$ cat config.mk
export PLATFORM = sky130hd
export DESIGN_NAME = timebin_trigger_gen
export DESIGN_NICKNAME = d
export VERILOG_FILES = /design/src/rtl/timebin_pkg.sv /design/src/rtl/timebin_trigger_gen_snap_holding_reg.sv /design/src/rtl/timebin_trigger_gen.sv
export SDC_FILE = /design/constraint.sdc
export NUM_CORES = 1
export LEC_CHECK = 0
export BUFFER_PORTS_ARGS = -buffer_cell sky130_fd_sc_hd__buf_4
export CAP_MARGIN = 20
export CELL_PAD_IN_SITES_DETAIL_PLACEMENT = 1
export CELL_PAD_IN_SITES_GLOBAL_PLACEMENT = 2
export CORE_MARGIN = 2
export CORE_UTILIZATION = 35
export DETAILED_ROUTE_END_ITERATION = 16
export GPL_ROUTABILITY_DRIVEN = 1
export PLACE_DENSITY = 0.92
export SETUP_SLACK_MARGIN = 0.5
export SYNTH_ARGS = -nofsm -noshare
export SYNTH_HDL_FRONTEND = slang
export SYNTH_SLANG_ARGS = --single-unit
export TNS_END_PERCENT = 1
$ cat constraint.sdc
create_clock -name clk -period 3 [get_ports clk]
set_input_delay 0.6 -clock clk [delete_from_list [all_inputs] [get_ports clk]]
set_output_delay 0.6 -clock clk [all_outputs]
set_load 0.02 [all_outputs]
$ cat src/rtl/timebin_pkg.sv
// Shared types and helpers for the PMT timebin trigger generator.
package timebin_pkg;

  // Run-control states
  typedef enum logic {
    ST_IDLE = 1'b0,
    ST_RUN  = 1'b1
  } state_t;

  // 100 us bin unit at a 50 MHz system clock
  localparam int DEF_CLK_PER_UNIT = 5000;

  // Width that holds factor * clk_per_unit without truncation
  function automatic int len_width(input int clk_per_unit, input int factor_w);
    return $clog2(clk_per_unit) + factor_w;
  endfunction

endpackage

$ cat src/rtl/timebin_trigger_gen_snap_holding_reg.sv
// One-entry valid/ready holding register for bin snapshots. A new
// snapshot is accepted when the slot is empty or is being drained in the
// same cycle; otherwise it is dropped and a sticky overrun flag is set.
module snap_holding_reg #(
  parameter int NUM_CH = 2,
  parameter int CNT_W  = 16,
  parameter int IDX_W  = 16
) (
  input  logic                    clk,
  input  logic                    reset_n,
  input  logic                    load,
  input  logic [NUM_CH*CNT_W-1:0] load_data,
  input  logic [IDX_W-1:0]        load_idx,
  input  logic                    clr_overrun,
  input  logic                    ready,
  output logic                    valid,
  output logic [NUM_CH*CNT_W-1:0] data,
  output logic [IDX_W-1:0]        idx,
  output logic                    overrun
);

  logic             valid_reg;
  logic [IDX_W-1:0] idx_reg;
  logic             overrun_reg;
  logic [CNT_W-1:0] lane_reg [NUM_CH];
  logic             take;

  // Slot is free if empty or the consumer takes the current entry now
  assign take = load && (!valid_reg || ready);

  // Valid flag, bin index and sticky overrun
  always_ff @(posedge clk or negedge reset_n) begin
    if (!reset_n) begin
      valid_reg   <= 1'b0;
      idx_reg     <= '0;
      overrun_reg <= 1'b0;
    end else begin
      if (take) begin
        valid_reg <= 1'b1;
        idx_reg   <= load_idx;
      end else if (valid_reg && ready) begin
        valid_reg <= 1'b0;
      end
      if (clr_overrun) begin
        overrun_reg <= 1'b0;
      end else if (load && !take) begin
        overrun_reg <= 1'b1;
      end
    end
  end

  // Per-channel count lanes, held stable until the next accepted load
  generate
    for (genvar gi = 0; gi < NUM_CH; gi++) begin : g_lane
      always_ff @(posedge clk or negedge reset_n) begin
        if (!reset_n) begin
          lane_reg[gi] <= '0;
        end else if (take) begin
          lane_reg[gi] <= load_data[gi*CNT_W +: CNT_W];
        end
      end
      assign data[gi*CNT_W +: CNT_W] = lane_reg[gi];
    end
  endgenerate

  assign valid   = valid_reg;
  assign idx     = idx_reg;
  assign overrun = overrun_reg;

endmodule

$ cat src/rtl/timebin_trigger_gen.sv
// Timebin generator: runs bins of factor * CLK_PER_UNIT cycles, snapshots
// the channel counters at each bin end, clears them, and hands snapshots
// to the packer. Handles start/stop, bin-count limit and factor changes.
module timebin_trigger_gen
  import timebin_pkg::*;
#(
  parameter int CLK_PER_UNIT = DEF_CLK_PER_UNIT,
  parameter int FACTOR_W     = 8,
  parameter int NUM_CH       = 2,
  parameter int CNT_W        = 16,
  parameter int BINS_W       = 16
) (
  input  logic                    clk,
  input  logic                    reset_n,
  input  logic [FACTOR_W-1:0]     factor,
  input  logic [BINS_W-1:0]       num_bins,
  input  logic                    start,
  input  logic                    stop,
  input  logic [NUM_CH*CNT_W-1:0] cnt_in,
  output logic                    cnt_clr,
  output logic [NUM_CH*CNT_W-1:0] snap_data,
  output logic                    snap_valid,
  input  logic                    snap_ready,
  output logic [BINS_W-1:0]       bin_idx,
  output logic                    running,
  output logic                    overrun,
  output logic [FACTOR_W-1:0]     factor_out
);

  localparam int LEN_W = len_width(CLK_PER_UNIT, FACTOR_W);

  state_t              state_reg, state_next;
  logic                start_q_reg;
  logic [LEN_W-1:0]    count_reg;
  logic [LEN_W-1:0]    len_m1_reg;
  logic [FACTOR_W-1:0] factor_reg;
  logic [BINS_W-1:0]   bin_reg;
  logic                cnt_clr_reg;

  logic start_rise;
  logic run_start;
  logic factor_chg;
  logic terminal;
  logic last_bin;

  // Last count of a bin; the multiply runs at full product width
  function automatic logic [LEN_W-1:0] len_m1(input logic [FACTOR_W-1:0] f);
    return LEN_W'(f) * LEN_W'(CLK_PER_UNIT) - LEN_W'(1);
  endfunction

  assign start_rise = start && !start_q_reg;

  // Run-control events decoded from the current state and inputs
  always_comb begin
    run_start  = (state_reg == ST_IDLE) && start_rise && (factor != '0);
    factor_chg = (state_reg == ST_RUN) && (factor != factor_reg);
    terminal   = (state_reg == ST_RUN) && !factor_chg && (count_reg == len_m1_reg);
    last_bin   = (num_bins != '0) && (bin_reg >= num_bins - BINS_W'(1));
  end

  // FSM state register
  always_ff @(posedge clk or negedge reset_n) begin
    if (!reset_n) begin
      state_reg <= ST_IDLE;
    end else begin
      state_reg <= state_next;
    end
  end

  // FSM next state: stop, bin limit or a zero factor end the run
  always_comb begin
    state_next = state_reg;
    case (state_reg)
      ST_IDLE: if (run_start) state_next = ST_RUN;
      ST_RUN: begin
        if (stop || (terminal && last_bin) || (factor_chg && factor == '0)) begin
          state_next = ST_IDLE;
        end
      end
      default: state_next = ST_IDLE;
    endcase
  end

  // FSM outputs
  always_comb begin
    running = (state_reg == ST_RUN);
  end

  // Bin timing datapath: cycle counter, latched factor, bin index, clear pulse
  always_ff @(posedge clk or negedge reset_n) begin
    if (!reset_n) begin
      start_q_reg <= 1'b0;
      count_reg   <= '0;
      len_m1_reg  <= '0;
      factor_reg  <= '0;
      bin_reg     <= '0;
      cnt_clr_reg <= 1'b0;
    end else begin
      start_q_reg <= start;
      cnt_clr_reg <= 1'b0;
      if (run_start) begin
        factor_reg  <= factor;
        len_m1_reg  <= len_m1(factor);
        count_reg   <= '0;
        bin_reg     <= '0;
        cnt_clr_reg <= 1'b1;
      end else if (state_reg == ST_RUN) begin
        if (terminal) begin
          count_reg   <= '0;
          bin_reg     <= bin_reg + BINS_W'(1);
          cnt_clr_reg <= 1'b1;
        end else if (stop) begin
          // partial bin is abandoned: no snapshot and no counter clear
          count_reg <= count_reg;
        end else if (factor_chg) begin
          factor_reg  <= factor;
          len_m1_reg  <= len_m1(factor);
          count_reg   <= '0;
          cnt_clr_reg <= 1'b1;
        end else begin
          count_reg <= count_reg + LEN_W'(1);
        end
      end
    end
  end

  snap_holding_reg #(
    .NUM_CH (NUM_CH),
    .CNT_W  (CNT_W),
    .IDX_W  (BINS_W)
  ) u_hold (
    .clk         (clk),
    .reset_n     (reset_n),
    .load        (terminal),
    .load_data   (cnt_in),
    .load_idx    (bin_reg),
    .clr_overrun (run_start),
    .ready       (snap_ready),
    .valid       (snap_valid),
    .data        (snap_data),
    .idx         (bin_idx),
    .overrun     (overrun)
  );

  assign cnt_clr    = cnt_clr_reg;
  assign factor_out = factor_reg;

endmodule

==> results.sh, run 1 <==
export IMPL_syn_to_final_growth_pct=37.5
export IMPL_dieArea_um2=22200
export IMPL_synth_cell_types=54
export IMPL_viasPerCell=5.14
export IMPL_layout_common_cells="buf_4, nand2_1, dfrtp_1, ha_1, xnor2_1"
export IMPL_start_util=0.359
export IMPL_dpl_cell_area_um2=9220
export IMPL_ioPinCount=121
export IMPL_fin_crit_sh=1.34
export IMPL_status="finished, violations left"
export IMPL_p_sw_frac=0.319
export IMPL_grt_pass1_vias=7081
export IMPL_die_width_um=149
export IMPL_cp_cell_sequence="buf_4 > fa_1 > fa_1 > ha_1 > inv_1 > fa_1 > inv_2 > ha_4 > o2111ai_4 > a31o_2 > a2111oi_4 > nand4_1 > xor2_1 > mux2_4"
export IMPL_p_switching_mw=1.96
export IMPL_worstPathRequired_ps=3300
export IMPL_timing_slew_headroom=0.563
export IMPL_seq_power_share=0.299
export IMPL_drt_iter0_drc=244
export IMPL_endpoint_kind="register"
export IMPL_clockRootBuffer="clkbuf_16"
export IMPL_start_kind="primary input"
export IMPL_drt_pass1_iter_count=4
export IMPL_cp_arrival_ps=4330
export IMPL_grt_max_degree=47
export IMPL_synth_top_area_frac=0.399
export IMPL_wl_per_cell_um=17.2
export IMPL_holdWs_ps=210
export IMPL_period_minus_slack_ps=4020
export IMPL_crit_buf_inv=3
export IMPL_synth_flop_cell="dfrtp_1"
export IMPL_numPortBuffers=120
export IMPL_fin_area_um2=10100
export IMPL_grt_ovfl_total=0
export IMPL_p_leak_nw=4.99
export IMPL_numCtsBuffers=17
export IMPL_wirelength_mm=22.2
export IMPL_synth_area_um2=7340
export IMPL_nets=1145
export IMPL_skew_ps=9.82
export IMPL_cts_tree="yes"
export IMPL_track_usage=0.202
export IMPL_final_common_cell="buf_4"
export IMPL_yosys_warnings=0
export IMPL_cp_slowest_cell="fa_1"
export IMPL_yosys_register_bits=117
export IMPL_max_freq_mhz=249
export IMPL_drcViolationCount=0
export IMPL_clk_pin_slew_worst_paths_ps=60
export IMPL_power_density_nw_per_um2=611
export IMPL_synth_edff_count=0
export IMPL_std_cell_rows=52
export IMPL_routabilityCongestion=0.808
export IMPL_syn_area_per_cell_um2=9.01
export IMPL_cts_hold_buf=0
export IMPL_violations="setup timing"
export IMPL_comb_power_share=0.331
export IMPL_peakVddDrop_mv=0.458
export IMPL_cts_setup_buffers=0
export IMPL_hpwl_mm=16.2
export IMPL_synth_area_leader_cell="dfrtp_1"
export IMPL_clk_latency_ps=420
export IMPL_rsz0062_at_grt="true"
export IMPL_synth_nets=950
export IMPL_worstSetupPathType="primary input to register"
export IMPL_antenna_found_initial=0
export IMPL_tightest_slew_ps=655
export IMPL_clock_sinks=117
export IMPL_ys_seq_area_frac=0.399
export IMPL_maxCapViolCount=0
export IMPL_grt_pass1_wl_mm=35.7
export IMPL_htreeDepth=4
export IMPL_syn_inst=815
export IMPL_tns_ps=-7040
export IMPL_finalWorstSetupSlack_ps=-1020
export IMPL_path_max_fanout=8
export IMPL_critPathMaxStageDelay_ps=510
export IMPL_synthTopCellsByArea="dfrtp_1, ha_1, nand2_1, xnor2_1, fa_1"
export IMPL_power_internal_mw=4.20
export IMPL_core_um2=20400
export IMPL_cp_top_family="adder cells"
export IMPL_cpMostUsedCell="fa_1"
export IMPL_finalPower_mw=6.16
export IMPL_largest_reg_flops=32
export IMPL_setup_violations=9
export IMPL_clkPwrFrac=0.369
export IMPL_diodes=0
export IMPL_report_final_slew_viol_count=0
export IMPL_clk_path_buf_depth=2
export IMPL_async_flop_share=1.00
export IMPL_utilization=0.494
export IMPL_min_path_type="primary input to asynchronous set/reset pin"
export IMPL_ant_nets=0
export IMPL_die_h_um=149
export IMPL_vias=6641
export IMPL_layout_drive_gt1_share=0.299
export IMPL_hold_viol_final=0
## worst paths after layout
path	startpoint	end	slack, ps	cells past startpoint
max in group asynchronous	reset_n	factor_out[0]	2130	2
worst max register to register	count_reg[0]	bin_reg[11]	530	7
worst max-delay path	factor[7]	len_m1_reg[19]	-1020	14
worst min register to register	u_hold.data[20]	u_hold.data[20]	460	2
worst min-delay path	reset_n	u_hold.data[5]	210	1
min in group clk	start	start_q_reg	300	1
## metal layers
layer  track usage  share of wire  up-vias
li1              -              -     3171
met2         0.362           0.52      132
met3        0.0352          0.035       31
met5             0              0        -
met4        0.0619          0.016        0
met1         0.249           0.43     3307
## metrics by stage
stage,setup WS [ps],instances
global route,-1170,1293
finish,-1020,1293
floorplan,-1140,815
detailed placement,-1490,1261
CTS,-1030,1293
global placement,-1390,1261
## cells by family (layout without fill, tap and decap cells)
family	Yosys count	in the layout	synth area share
AO/OA/AOI/OAI	115	115	0.0970
XOR/XNOR	74	74	0.0883
adder cells (fa/ha/maj)	74	74	0.138
buffers and inverters	68	276	0.0361
flip-flops	117	117	0.399
multiplexers	7	7	0.0102
AND/OR/NAND/NOR	360	360	0.231
## cell type report
| cell class | instances | area, um2 |
|---|---|---|
| sequential | 117 | 2930 |
| clock buffer | 17 | 425 |
| clock inverter | 15 | 225 |
| tap | 270 | 338 |
| inverter | 41 | 155 |
| timing repair buffer | 203 | 1560 |
| multi-input combinational | 630 | 4460 |
| fill | 2399 | 10300 |
## power groups by stage
stage	sequential (mW)	combinational [mW]	clock, mW
after detailed placement	1.86	1.94	0
after global routing	1.86	2.25	2.37
after global placement	1.85	1.86	0
after floorplan	1.86	1.18	0
after CTS	1.84	2.01	2.30
final	1.85	2.04	2.28
## Yosys cell counts, types with 3 or more instances
cell type	number
o211ai_1	3
fa_1	12
or3_1	13
nor4_1	9
xnor2_1	54
nor3_1	12
dfrtp_1	117
o21ai_0	45
nand4_1	20
clkbuf_1	21
nand2_1	192
nor2_1	43
inv_1	40
nor2b_1	6
a21o_1	8
nand3_1	23
or2_2	4
or4_1	4
mux2_2	4
a31oi_1	6
a21oi_1	25
buf_1	3
nand2b_1	11
xor2_1	20
mux2i_1	3
ha_1	62
and3_1	10
and4_1	5
o31ai_1	6
## timing repair
| action | in CTS | in global routing |
|---|---|---|
| gates resized for setup | 22 | 27 |
| pin swaps | 6 | 20 |
| setup endpoints to repair | 26 | 55 |
| hold endpoints to repair | 0 | 0 |
(Power assumes the default switching activity.)
==> run 2: changes to the inputs <==
--- a/config.mk
+++ b/config.mk
@@ -14,6 +14,7 @@
 export DETAILED_ROUTE_END_ITERATION = 16
 export GPL_ROUTABILITY_DRIVEN = 1
 export PLACE_DENSITY = 0.92
+export REMOVE_ABC_BUFFERS = 1
 export SETUP_SLACK_MARGIN = 0.5
 export SYNTH_ARGS = -nofsm -noshare
 export SYNTH_HDL_FRONTEND = slang
==> run 2 against run 1 <==
  * The run still ends with setup timing left
  * First-iteration DRC count increased by 6.1%
  * Final area increased by 1.2%
  * Maximum frequency decreased by 0.76%
  * Utilization increased by 0.59 points
  * Cell count increased by 1.3%
  * Clock skew increased by 3.1 ps
  * Global-route usage decreased by 0.20 points
  * Critical path type unchanged
  * Highest routed layer unchanged
==> results.sh, run 2 (same netlist as run 1, synthesis figures left out) <==
export IMPL_status="finished, violations left"
export IMPL_violations="setup timing"
export IMPL_grt_ovfl_total=0
export IMPL_r2r_start="factor_out[7]"
export IMPL_peakVddDrop_mv=0.394
export IMPL_cp_arrival_ps=4360
export IMPL_syn_to_final_growth_pct=39.1
export IMPL_vias=6714
export IMPL_post_place_cells=1269
export IMPL_finalPower_mw=6.42
export IMPL_drt_iter0_drc=259
export IMPL_fill_cells=2374
export IMPL_finalWorstSetupSlack_ps=-1050
export IMPL_critPathMaxStageDelay_ps=500
export IMPL_diodes=0
export IMPL_dieArea_um2=22200
export IMPL_worstSetupPathType="primary input to register"
export IMPL_nets=1162
export IMPL_htreeDepth=4
export IMPL_power_density_nw_per_um2=628
export IMPL_hold_viol_final=0
export IMPL_std_cell_rows=52
export IMPL_crit_buf_inv=4
export IMPL_place_ws_ps=-1820
export IMPL_antenna_found_initial=0
export IMPL_worstPathRequired_ps=3300
export IMPL_min_path_type="primary input to asynchronous set/reset pin"
export IMPL_cts_tree="yes"
export IMPL_cp_top_family="adder cells"
export IMPL_layout_common_cells="buf_4, nand2_1, dfrtp_1, ha_1, xnor2_1"
export IMPL_fin_area_um2=10200
export IMPL_endpoint_kind="register"
export IMPL_setup_violations=10
export IMPL_routabilityCongestion=0.809
export IMPL_p_leak_nw=5.07
export IMPL_period_minus_slack_ps=4050
export IMPL_largest_reg_flops=32
export IMPL_ioPinCount=121
export IMPL_grt_pass1_wl_mm=35.5
export IMPL_core_um2=20400
export IMPL_crit_start="factor[2]"
export IMPL_final_common_cell="buf_4"
export IMPL_maxCapViolCount=0
export IMPL_numPortBuffers=120
export IMPL_final_cells=1310
export IMPL_skew_ps=13.0
export IMPL_clockRootBuffer="clkbuf_16"
export IMPL_layout_drive_gt1_share=0.306
export IMPL_ant_nets=0
export IMPL_path_max_fanout=3
export IMPL_clk_latency_ps=420
export IMPL_start_util=0.359
export IMPL_hpwl_mm=16.0
export IMPL_die_width_um=149
export IMPL_fin_crit_sh=1.35
export IMPL_drcViolationCount=0
export IMPL_cp_cell_sequence="buf_4 > inv_1 > ha_1 > ha_1 > inv_1 > fa_1 > fa_1 > fa_2 > buf_4 > xor2_1 > and3_1 > o21ai_2 > a2111oi_4 > nand4_1 > xor2_1 > mux2_2"
export IMPL_wirelength_mm=22.0
export IMPL_timing_slew_headroom=0.549
export IMPL_grt_pass1_vias=7116
export IMPL_cp_slowest_cell="fa_1"
export IMPL_dpl_cell_area_um2=9180
export IMPL_wl_per_cell_um=16.8
export IMPL_tightest_slew_ps=672
export IMPL_clk_path_buf_depth=2
export IMPL_die_h_um=149
export IMPL_report_final_slew_viol_count=0
export IMPL_tns_ps=-7370
export IMPL_viasPerCell=5.13
export IMPL_grt_max_degree=62
export IMPL_drt_pass1_iter_count=5
export IMPL_max_freq_mhz=247
export IMPL_clk_pin_slew_worst_paths_ps=50
export IMPL_clock_sinks=117
export IMPL_start_kind="primary input"
export IMPL_numCtsBuffers=17
export IMPL_track_usage=0.200
export IMPL_rsz0062_at_grt="true"
## run 2: worst register-to-register path, cell delays in order (launching register included)
cell and delay (ps):
dfrtp_1 420, xnor2_1 180, nand4_1 250, nor2_2 180, buf_4 150, nand4_4 80, or4_4 590, or3_1 330
a21oi_1 170
## run 2: what timing repair did
action	CTS	global route
hold buffers	0	0
endpoints found under the setup margin	20	52
pin swaps	29	8
resized for setup	50	24
buffers inserted	9	0
## run 2: power breakdown
part	internal (mW)	total [mW]	switching [mW]	leakage, nW
registers	1.71	1.83	0.115	1.57
clock network	1.46	2.21	0.749	0.305
logic	1.21	2.39	1.17	3.19
## run 2: through the flow
step / utilization / hold WS, ps
floorplan: - / 304
global placement: 0.449 / 450
detailed placement: 0.449 / 459
CTS: 0.495 / 107
global route: 0.500 / 118
finish: 0.500 / 102
## run 2: routing by layer
layer  vias to the layer above  routed length (um)  global-route usage
li1                       3223                   -                   -
met1                      3274                9800               0.256
met2                       173               10700               0.338
met3                        44                 973              0.0401
met4                         0                 574              0.0695
met5                         -                   0                   0
## run 2: final timing paths
kind | slack (ps) | endpoint | cells after the start
setup / recovery | -1050 | len_m1_reg[19] | 16
hold / removal | 100 | u_hold.data[4] | 1
setup reg to reg | 570 | bin_reg[11] | 8
hold reg to reg | 470 | u_hold.data[21] | 2
max in group asynchronous | 2120 | start_q_reg | 2
min in group clk | 310 | start_q_reg | 1
## run 2: area by class of cell
type                            instances  area [um2]  share of cell area
Timing Repair Buffer                  220        1700               0.166
Tap cell                              270         338              0.0331
Inverter                               41         154              0.0151
Clock inverter                         11         174              0.0170
Multi-Input combinational cell        630        4450               0.436
Clock buffer                           21         470              0.0461
Sequential cell                       117        2930               0.287
==> run 3: changes to the inputs <==
--- a/config.mk
+++ b/config.mk
@@ -5,15 +5,15 @@
 export SDC_FILE = /design/constraint.sdc
 export NUM_CORES = 1
 export LEC_CHECK = 0
-export BUFFER_PORTS_ARGS = -buffer_cell sky130_fd_sc_hd__buf_4
 export CAP_MARGIN = 20
 export CELL_PAD_IN_SITES_DETAIL_PLACEMENT = 1
 export CELL_PAD_IN_SITES_GLOBAL_PLACEMENT = 2
 export CORE_MARGIN = 2
-export CORE_UTILIZATION = 35
+export CORE_UTILIZATION = 39
 export DETAILED_ROUTE_END_ITERATION = 16
+export DONT_BUFFER_PORTS = 1
 export GPL_ROUTABILITY_DRIVEN = 1
-export PLACE_DENSITY = 0.92
+export PLACE_DENSITY = 0.91
 export REMOVE_ABC_BUFFERS = 1
 export SETUP_SLACK_MARGIN = 0.5
 export SYNTH_ARGS = -nofsm -noshare
==> run 3 against run 2 <==
  * First-iteration DRC count down 10%
  * The flow finishes with violations (hold timing, setup timing)
  * Worst hold slack got worse by 220 ps
  * Register-to-register slack worse by 70 ps
  * Total power is 8.3% lower
  * Critical path type unchanged
  * Flip-flop and latch count unchanged
==> results.sh, run 3 (same netlist as run 1, synthesis figures left out) <==
export IMPL_status="finished, violations left"
export IMPL_violations="hold timing, setup timing"
export IMPL_reg2reg_depth=8
export IMPL_fill_cells=2125
export IMPL_drt_iter0_drc=232
export IMPL_peakVddDrop_mv=0.415
export IMPL_cp_slowest_cell="fa_1"
export IMPL_vias=6122
export IMPL_max_freq_mhz=257
export IMPL_drt_pass1_iter_count=4
export IMPL_grt_ovfl_total=0
export IMPL_clk_path_buf_depth=2
export IMPL_comb_power_share=0.353
export IMPL_p_leak_nw=4.28
export IMPL_diodes=0
export IMPL_power_density_nw_per_um2=649
export IMPL_grt_pass1_wl_mm=32.3
export IMPL_cp_top_family="adder cells"
export IMPL_finalWorstSetupSlack_ps=-898
export IMPL_setup_violations=10
export IMPL_start_util=0.395
export IMPL_skew_ps=9.87
export IMPL_path_depth=15
export IMPL_die_width_um=141
export IMPL_worstSetupPathType="primary input to register"
export IMPL_cts_tree="yes"
export IMPL_power_internal_mw=3.94
export IMPL_drcViolationCount=0
export IMPL_worstPathRequired_ps=3290
export IMPL_wirelength_mm=20.3
export IMPL_cp_cell_sequence="fa_1 > fa_1 > ha_1 > inv_1 > fa_1 > inv_2 > ha_4 > buf_4 > o21a_1 > a2bb2oi_2 > o2bb2a_2 > a21oi_2 > nand4_1 > xor2_1 > mux2_2"
export IMPL_clock_sinks=117
export IMPL_numPortBuffers=0
export IMPL_cpMostUsedCell="fa_1"
export IMPL_syn_to_final_growth_pct=23.5
export IMPL_path_max_fanout=8
export IMPL_holdWs_ps=-119
export IMPL_endpoint_kind="register"
export IMPL_die_h_um=141
export IMPL_tightest_slew_ps=530
export IMPL_period_minus_slack_ps=3900
export IMPL_track_usage=0.202
export IMPL_clkPwrFrac=0.331
export IMPL_nets=1014
export IMPL_fin_crit_sh=1.30
export IMPL_clk_pin_slew_worst_paths_ps=60
export IMPL_wl_per_cell_um=18.1
export IMPL_hpwl_mm=14.3
export IMPL_hold_viol_final=117
export IMPL_seqCellArea_um2=2940
export IMPL_core_um2=18600
export IMPL_layout_drive_gt1_share=0.212
export IMPL_timing_slew_headroom=0.644
export IMPL_min_path_type="primary input to asynchronous set/reset pin"
export IMPL_start_kind="primary input"
export IMPL_grt_pass1_vias=6462
export IMPL_p_switching_mw=1.95
export IMPL_ioPinCount=121
export IMPL_cp_arrival_ps=4190
export IMPL_utilization=0.488
export IMPL_htreeDepth=4
export IMPL_crit_buf_inv=3
export IMPL_seq_power_share=0.316
export IMPL_r2r_setup_slack_ps=500
export IMPL_grt_max_degree=118
export IMPL_maxCapViolCount=0
export IMPL_final_common_cell="nand2_1"
export IMPL_numCtsBuffers=17
export IMPL_multi_input_area_um2=4530
export IMPL_layout_common_cells="nand2_1, dfrtp_1, buf_4, ha_1, xnor2_1"
export IMPL_antenna_found_initial=0
export IMPL_reg2reg_to="bin_reg[14]"
export IMPL_report_final_slew_viol_count=0
export IMPL_clockRootBuffer="clkbuf_16"
export IMPL_p_sw_frac=0.331
export IMPL_routabilityCongestion=0.840
export IMPL_critPathMaxStageDelay_ps=580
export IMPL_largest_reg_flops=32
export IMPL_clk_latency_ps=410
export IMPL_r2r_start="factor_out[5]"
export IMPL_viasPerCell=5.44
export IMPL_dieArea_um2=19900
export IMPL_ant_nets=0
export IMPL_rsz0062_at_grt="true"
export IMPL_std_cell_rows=50
run 3: cell type report:
cell class / instances / share of cell area
Inverter: 41 / 0.0186
Clock inverter: 13 / 0.0132
Clock buffer: 19 / 0.0499
Timing Repair Buffer: 72 / 0.0626
Sequential cell: 117 / 0.324
Tap cell: 234 / 0.0323
Multi-Input combinational cell: 630 / 0.500
run 3: metal layers:
metal,up-vias,GRT usage,wire length (um)
met4,0,0.0632,349
met3,27,0.0425,988
li1,2917,-,-
met2,140,0.351,10200
met1,3038,0.253,8810
met5,-,0,0
run 3: what timing repair did:
action                                  in CTS  in global routing
resized for setup                           39                 56
endpoints found under the setup margin      30                 46
hold endpoints to repair                   117                117
buffers inserted                             1                  3
pin swaps                                   22                 34
run 3: worst max-delay path by stage:
stage,from,endpoint,slack [ps]
2_1_floorplan,factor[5],len_m1_reg[20],-1480
3_3_place_gp,factor[5],len_m1_reg[20],-1550
3_5_place_dp,factor[5],len_m1_reg[20],-1650
4_1_cts,factor[7],len_m1_reg[19],-880
5_1_grt,factor[5],len_m1_reg[20],-1050
6_report,factor[5],len_m1_reg[19],-900
run 3: per-stage QoR:
step	power, mW	setup TNS [ps]	cells	area [um2]	setup slack, ps
after floorplan	2.87	-14350	788	7230	-1480
after global placement	3.47	-11970	1090	8050	-1550
after detailed placement	3.55	-13140	1090	8050	-1650
after CTS	5.70	-5740	1123	8780	-883
after global routing	6.20	-7450	1126	9070	-1050
final	5.88	-6170	1126	9070	-898
run 3: power groups by stage:
| stage | Combinational [mW] | Clock (mW) | Sequential (mW) |
|---|---|---|---|
| CTS | 1.85 | 2.00 | 1.85 |
| detailed placement | 1.67 | 0 | 1.88 |
| global placement | 1.60 | 0 | 1.87 |
| finish | 2.07 | 1.95 | 1.86 |
| floorplan | 1.01 | 0 | 1.86 |
| global route | 2.27 | 2.06 | 1.87 |
